==> src/rtl/ndma_pkg.sv <==
// Shared NanoDMA definitions: write FSM state encoding, OBI byte-enable
// for full-word writes, and transfer length width.
package ndma_pkg;
    typedef enum logic [1:0] {IDLE, REQ, RESP} state_t;
    localparam logic [3:0]  OBI_BE_WORD = 4'hF;
    localparam int unsigned NDMA_LEN_W  = 16;
endpackage

==> src/rtl/ndma_write_mgr_if.sv <==
// OBI address/response channel bundle shared by NanoDMA managers and the
// memory-side subordinates.
interface OBI_BUS;
    logic        req;
    logic        gnt;
    logic [31:0] addr;
    logic        we;
    logic [3:0]  be;
    logic [31:0] wdata;
    logic [0:0]  aid;
    logic [0:0]  a_optional;
    logic        rvalid;
    logic        err;

    modport Manager (
        output req, addr, we, be, wdata, aid, a_optional,
        input  gnt, rvalid, err
    );
    modport Subordinate (
        input  req, addr, we, be, wdata, aid, a_optional,
        output gnt, rvalid, err
    );
endinterface

==> src/rtl/ndma_fifo.sv <==
// Synchronous power-of-two FIFO with first-word head output; pushes while
// full and pops while empty are dropped.
module ndma_fifo #(
    parameter int unsigned DEPTH = 4,
    parameter int unsigned WIDTH = 32
) (
    input  logic             clk_i,
    input  logic             rst_ni,
    input  logic             push_i,
    input  logic [WIDTH-1:0] data_i,
    input  logic             pop_i,
    output logic [WIDTH-1:0] head_o,
    output logic             full_o,
    output logic             empty_o
);
    localparam int unsigned AW = $clog2(DEPTH);
    localparam logic [AW:0] DEPTH_C = DEPTH[AW:0];

    logic [WIDTH-1:0] mem [DEPTH];
    logic [AW-1:0]    wr_ptr;
    logic [AW-1:0]    rd_ptr;
    logic [AW:0]      count;
    logic             do_push;
    logic             do_pop;

    assign full_o  = (count == DEPTH_C);
    assign empty_o = (count == '0);
    assign do_push = push_i && !full_o;
    assign do_pop  = pop_i && !empty_o;
    assign head_o  = mem[rd_ptr];

    always_ff @(posedge clk_i or negedge rst_ni) begin
        if (!rst_ni) begin
            wr_ptr <= '0;
            rd_ptr <= '0;
            count  <= '0;
        end else begin
            if (do_push) wr_ptr <= wr_ptr + 1'b1;
            if (do_pop)  rd_ptr <= rd_ptr + 1'b1;
            case ({do_push, do_pop})
                2'b10:   count <= count + 1'b1;
                2'b01:   count <= count - 1'b1;
                default: ;
            endcase
        end
    end

    always_ff @(posedge clk_i) begin
        if (do_push) mem[wr_ptr] <= data_i;
    end
endmodule

==> src/rtl/ndma_write_mgr.sv <==
// NanoDMA write manager: buffers read-side words and issues one OBI write per
// word to incrementing addresses. Define NDMA_WR_ERR_EN for a sticky err_o.
module ndma_write_mgr
    import ndma_pkg::*;
#(
    parameter int unsigned FIFO_DEPTH = 4,
    parameter int unsigned ADDR_STEP  = 4
) (
    input  logic                  clk_i,
    input  logic                  rst_ni,
    input  logic                  start_i,
    input  logic [31:0]           dst_addr_i,
    input  logic [NDMA_LEN_W-1:0] len_i,
    input  logic [31:0]           data_i,
    input  logic                  data_valid_i,
    output logic                  full_o,
    output logic                  busy_o,
    output logic                  done_o,
`ifdef NDMA_WR_ERR_EN
    output logic                  err_o,
`endif
    OBI_BUS.Manager               write_mgr
);
    state_t                state;
    logic [31:0]           cur_addr;
    logic [NDMA_LEN_W-1:0] remaining;
    logic                  done_zero;
    logic [31:0]           head;
    logic                  fifo_empty;
    logic                  fifo_full;
    logic                  req;
    logic                  hs;
    logic                  rsp;
    logic                  last_rsp;

    ndma_fifo #(
        .DEPTH (FIFO_DEPTH),
        .WIDTH (32)
    ) u_fifo (
        .clk_i   (clk_i),
        .rst_ni  (rst_ni),
        .push_i  (data_valid_i),
        .data_i  (data_i),
        .pop_i   (hs),
        .head_o  (head),
        .full_o  (fifo_full),
        .empty_o (fifo_empty)
    );

    // req follows FIFO occupancy; the head cannot change until the pop, so
    // addr/wdata stay stable across a grant stall without extra holding regs.
    assign req      = (state == REQ) && !fifo_empty;
    assign hs       = req && write_mgr.gnt;
    assign rsp      = (state == RESP) && write_mgr.rvalid;
    assign last_rsp = rsp && (remaining == NDMA_LEN_W'(1));

    always_ff @(posedge clk_i or negedge rst_ni) begin
        if (!rst_ni) begin
            state     <= IDLE;
            cur_addr  <= '0;
            remaining <= '0;
            done_zero <= 1'b0;
        end else begin
            done_zero <= 1'b0;
            unique case (state)
                IDLE: begin
                    if (start_i) begin
                        cur_addr  <= dst_addr_i;
                        remaining <= len_i;
                        if (len_i == '0) done_zero <= 1'b1;
                        else             state     <= REQ;
                    end
                end
                REQ: begin
                    if (hs) state <= RESP;
                end
                RESP: begin
                    if (rsp) begin
                        remaining <= remaining - 1'b1;
                        cur_addr  <= cur_addr + ADDR_STEP;
                        state     <= last_rsp ? IDLE : REQ;
                    end
                end
                default: state <= IDLE;
            endcase
        end
    end

`ifdef NDMA_WR_ERR_EN
    always_ff @(posedge clk_i or negedge rst_ni) begin
        if (!rst_ni)                        err_o <= 1'b0;
        else if (state == IDLE && start_i)  err_o <= 1'b0;
        else if (rsp && write_mgr.err)      err_o <= 1'b1;
    end
`else
    logic unused_err;
    assign unused_err = write_mgr.err;
`endif

    assign full_o               = fifo_full;
    assign busy_o               = (state != IDLE);
    assign done_o               = done_zero || last_rsp;
    assign write_mgr.req        = req;
    assign write_mgr.addr       = req ? cur_addr : '0;
    assign write_mgr.we         = req;
    assign write_mgr.be         = OBI_BE_WORD;
    assign write_mgr.wdata      = req ? head : '0;
    assign write_mgr.aid        = '0;
    assign write_mgr.a_optional = '0;
endmodule

==> src/flat_wrapper.sv <==
// flat-port wrapper written by rule: the top's interface ports become plain ports
module ndma_write_mgr_flat import ndma_pkg::*;
#(
    parameter int unsigned FIFO_DEPTH = 4,
    parameter int unsigned ADDR_STEP  = 4
)
  (clk_i, rst_ni, start_i, dst_addr_i, len_i, data_i, data_valid_i, full_o, busy_o, done_o, write_mgr_req, write_mgr_addr, write_mgr_we, write_mgr_be, write_mgr_wdata, write_mgr_aid, write_mgr_a_optional, write_mgr_gnt, write_mgr_rvalid, write_mgr_err);
  OBI_BUS write_mgr_i ();
  input  logic clk_i;
  input  logic rst_ni;
  input  logic start_i;
  input  logic [31:0] dst_addr_i;
  input  logic [NDMA_LEN_W-1:0] len_i;
  input  logic [31:0] data_i;
  input  logic data_valid_i;
  output logic full_o;
  output logic busy_o;
  output logic done_o;
  output wire logic [$bits(write_mgr_i.req)-1:0] write_mgr_req;
  output wire logic [$bits(write_mgr_i.addr)-1:0] write_mgr_addr;
  output wire logic [$bits(write_mgr_i.we)-1:0] write_mgr_we;
  output wire logic [$bits(write_mgr_i.be)-1:0] write_mgr_be;
  output wire logic [$bits(write_mgr_i.wdata)-1:0] write_mgr_wdata;
  output wire logic [$bits(write_mgr_i.aid)-1:0] write_mgr_aid;
  output wire logic [$bits(write_mgr_i.a_optional)-1:0] write_mgr_a_optional;
  input wire logic [$bits(write_mgr_i.gnt)-1:0] write_mgr_gnt;
  input wire logic [$bits(write_mgr_i.rvalid)-1:0] write_mgr_rvalid;
  input wire logic [$bits(write_mgr_i.err)-1:0] write_mgr_err;
  assign write_mgr_req = write_mgr_i.req;
  assign write_mgr_addr = write_mgr_i.addr;
  assign write_mgr_we = write_mgr_i.we;
  assign write_mgr_be = write_mgr_i.be;
  assign write_mgr_wdata = write_mgr_i.wdata;
  assign write_mgr_aid = write_mgr_i.aid;
  assign write_mgr_a_optional = write_mgr_i.a_optional;
  assign write_mgr_i.gnt = write_mgr_gnt;
  assign write_mgr_i.rvalid = write_mgr_rvalid;
  assign write_mgr_i.err = write_mgr_err;
  ndma_write_mgr #(.FIFO_DEPTH(FIFO_DEPTH), .ADDR_STEP(ADDR_STEP)) u_core (.clk_i(clk_i), .rst_ni(rst_ni), .start_i(start_i), .dst_addr_i(dst_addr_i), .len_i(len_i), .data_i(data_i), .data_valid_i(data_valid_i), .full_o(full_o), .busy_o(busy_o), .done_o(done_o), .write_mgr(write_mgr_i));
endmodule
==> config.mk <==
export PLATFORM = sky130hd
export DESIGN_NAME = ndma_write_mgr_flat
export DESIGN_NICKNAME = d
export VERILOG_FILES = /design/src/rtl/ndma_pkg.sv /design/src/rtl/ndma_write_mgr_if.sv /design/src/rtl/ndma_fifo.sv /design/src/rtl/ndma_write_mgr.sv /design/src/flat_wrapper.sv
export SDC_FILE = /design/constraint.sdc
export NUM_CORES = 1
export LEC_CHECK = 0
export BUFFER_PORTS_ARGS = -buffer_cell sky130_fd_sc_hd__buf_4
export CAP_MARGIN = 10
export CORE_ASPECT_RATIO = 0.5
export CORE_MARGIN = 2
export CORE_UTILIZATION = 50
export DETAILED_ROUTE_END_ITERATION = 8
export PLACE_DENSITY = 0.76
export SLEW_MARGIN = 15
export SYNTH_ARGS = -nofsm -noshare
export SYNTH_HDL_FRONTEND = slang
export SYNTH_HIERARCHICAL = 1
export SYNTH_SLANG_ARGS = --single-unit
export TNS_END_PERCENT = 10
==> constraint.sdc <==
create_clock -name clk_i -period 2.6 [get_ports clk_i]
set_clock_uncertainty 0.2 [all_clocks]
set_input_delay 0 -clock clk_i [delete_from_list [all_inputs] [get_ports clk_i]]
set_output_delay 0 -clock clk_i [all_outputs]
set_load 0.03 [all_outputs]
==> metrics.txt <==
Clock Latency Late Sink=0.43 ns; reg2reg end=u_core/u_fifo/count[2]$_DFFE_PN0P_; Worst setup SP type=flop; post-DP HPWL=13100 microns; root buf cell=clkbuf_16; Placer Congestion=0.864; mapped cell area=8750 sq um; Max Cap Violations=0; R2R cell count=9; violated checks=negative hold slack; Max-slew headroom=0.378; Pre-antenna DRT Iters=7; setup TNS=0 ns; Final Hold Fails=3; worst hold slack=-0.00997 ns; crit path time final=2.58 ns; GR Overflow Total=0; Reg-to-Reg Start=u_core/u_fifo/count[0]$_DFFE_PN0P_; TritonCTS clock tree=built; clk buf depth=2; placed cells=1031; gr usage total=0.240; Setup CP Type=reg -> out; Yosys reg bits=186; Vias/cell=5.66; Setup crit end kind=output pin; Max Clk Rate=388 MHz; vias in the first global route=6690; P&R area growth vs syn=33.9%; worst hold path type=in -> async; DRT iter0 DRCs=561; CTS clk-pin slew, worst paths=0.07 ns; filler cell count=1225; die height=97.5 microns; clock buffer count from CTS=17; post-route ant nets=0; Worst-Margin Slew=0.932 ns; WL final=21600 microns; synth warn=6; Critical Path RT=2.40 ns; Main synth FF type=edfxtp_1; Core ar.=17200 sq um; I/O pin total=162; post-route insts no fill=1154; global-route wire length before repair=34600 microns; Final #Nets=1003; period utilization=0.991; r2r setup slk=0.19 ns; fraction of layout cells with a size suffix above 1=0.303; Leakage=4.59 nW; Initial Util=0.508; EDFF count, synth=128; unrepaired setup endpoints after global routing=yes; antenna cells=0; via count=6535; Syn Area/Cell=13.2 sq um; Mapped Cells=665; Arr. time, crit path=2.38 ns; die width=191 microns; Power Density=1200 nW/um^2; outcome=finished with violations; wire per inst=18.7 microns; Pins Over Slew Limit=0; critical path peak fanout=2; sequential element share of the synthesized area=0.605; # H-tree levels=4; clk sink count=186; count of input and output buffers=154; # setup viols final=0; Worst IR Drop VDD=0.000623 V; Synth cell types=68; initial antenna violation count=0; Site Rows=34; Async S/R FF share, synth=0.312; largest net degree at the start of global routing=64; die footprint=18600 sq um; DRC=0
[cell type report]
type / instances / area (sq um) / share of cell area
clock buffer: 17 / 425 / 0.0363
sequential: 186 / 5300 / 0.452
multi-input combinational: 423 / 3230 / 0.275
timing repair buffer: 265 / 2240 / 0.191
clock inverter: 15 / 181 / 0.0155
inverter: 14 / 52.6 / 0.00449
tap: 234 / 293 / 0.0250
[stage by stage]
| stage | total power, mW | hold slack [ns] | worst slack (ns) | instance area (sq um) | util |
|---|---|---|---|---|---|
| final | 14.1 | -0.00997 | 0.0241 | 11700 | 0.680 |
| after global routing | 14.9 | 0.0342 | -0.0346 | 11700 | 0.680 |
| after CTS | 14.1 | 0.0110 | -0.0533 | 11700 | 0.680 |
| after detailed placement | 11.3 | -0.0798 | 0.124 | 10200 | 0.591 |
| after global placement | 11.1 | -0.0770 | 0.195 | 10200 | 0.591 |
| after floorplan | 9.12 | -0.496 | 0.0690 | 8760 | - |
[how the worst max path moves through the flow]
stage	startpoint	slack, ns	cells after the start	endpoint
2_1_floorplan	u_core/state[1]$_DFFE_PN0P_	0.07	12	u_core/u_fifo/count[2]$_DFFE_PN0P_
3_3_place_gp	u_core/u_fifo/count[0]$_DFFE_PN0P_	0.19	10	u_core/u_fifo/count[2]$_DFFE_PN0P_
3_5_place_dp	u_core/u_fifo/count[0]$_DFFE_PN0P_	0.12	10	u_core/u_fifo/count[2]$_DFFE_PN0P_
4_1_cts	u_core/remaining[5]$_DFFE_PN0P_	-0.05	5	done_o
5_1_grt	u_core/remaining[5]$_DFFE_PN0P_	-0.03	5	done_o
6_report	u_core/remaining[5]$_DFFE_PN0P_	0.02	5	done_o
[where the power goes]
part / total (mW) / switching, mW / internal [mW]
clock network: 2.66 / 1.20 / 1.46
registers: 4.76 / 0.667 / 4.10
logic: 6.64 / 3.87 / 2.77
[registers in the layout (all words and copies together) (netlist names)]
register and count:
u_core/u_fifo/mem 128, u_core/cur_addr 32, u_core/remaining 16, u_core/u_fifo/count 3, u_core/state 2, u_core/u_fifo/rd_ptr 2, u_core/u_fifo/wr_ptr 2, u_core/done_zero 1
[per-layer routing]
metal / up-vias / GRT usage / wire [microns] / share of wire
met2: 235 / 0.397 / 10700 / 0.49
met1: 3244 / 0.321 / 9310 / 0.43
met5: - / 0 / 0 / 0
met4: 0 / 0.0888 / 533 / 0.025
met3: 41 / 0.0408 / 1090 / 0.050
li1: 3015 / - / - / -
[placed cells by master, fill, tap and decap left out, types with 5 or more instances in the layout]
master,synthesis,routed
a21oi_1,29,29
a311oi_1,6,6
a31oi_1,5,5
and2_1,65,65
and3_1,11,11
buf_4,9,175
clkbuf_16,0,17
conb_1,2,6
dfrtp_1,58,54
dlygate4sd3_1,0,87
edfxtp_1,128,128
ha_1,8,8
inv_1,14,14
inv_6,0,5
mux2i_1,7,7
mux4_2,32,32
nand2_1,38,38
nand3_1,14,14
nand4_1,14,14
nor2_1,43,41
nor3_1,16,15
nor4_1,6,6
o21ai_0,25,25
o221a_2,8,8
o22ai_1,15,15
[Yosys cell counts, types with 5 or more instances]
cell type  instances  area (sq um)
mux4_2            32           721
a21oi_1           29           145
and2_1            65           407
a311oi_1           6          52.6
nor2_1            43           161
nand2_1           38           143
o221a_2            8          90.1
buf_2              9          45.0
ha_1               8           100
mux2i_1            7          70.1
nand3_1           14          70.1
inv_1             14          52.6
nand4_1           14          87.6
o22ai_1           15          93.8
nor4_1             6          37.5
buf_4              9          67.6
edfxtp_1         128          3840
dfrtp_1           58          1450
a31oi_1            5          31.3
o21ai_0           25           125
clkbuf_1          26          97.6
and3_1            11          68.8
nor3_1            16          80.1
[critical path, cell delays in order (launching register included)]
cell,delay [ns]
dfrtp_2,0.41
or4_4,0.54
or4b_4,0.51
nor4_4,0.20
or2_1,0.16
buf_6,0.13
[what timing repair did]
action / in CTS / in global routing
pin swaps: 3 / 2
setup endpoints to repair: 1 / 45
hold endpoints to repair: 241 / 0
gates resized for setup: 5 / 2
hold buffers: 87 / 0
setup buffers: 4 / 0
[kinds of logic (layout without fill, tap and decap cells)]
| group | Yosys count | count (layout) | synth area share |
|---|---|---|---|
| and+or+nand+nor | 245 | 245 | 0.160 |
| DFF | 186 | 186 | 0.605 |
| AOI/OAI and AO/OA | 117 | 117 | 0.0903 |
| buffers and inverters | 60 | 311 | 0.0312 |
| muxes | 40 | 40 | 0.0921 |
| adders and majority gates | 9 | 9 | 0.0137 |
| xor gates and xnor gates | 6 | 6 | 0.00601 |
| other | 2 | 6 | 0.000859 |
(Power assumes the default switching activity.)
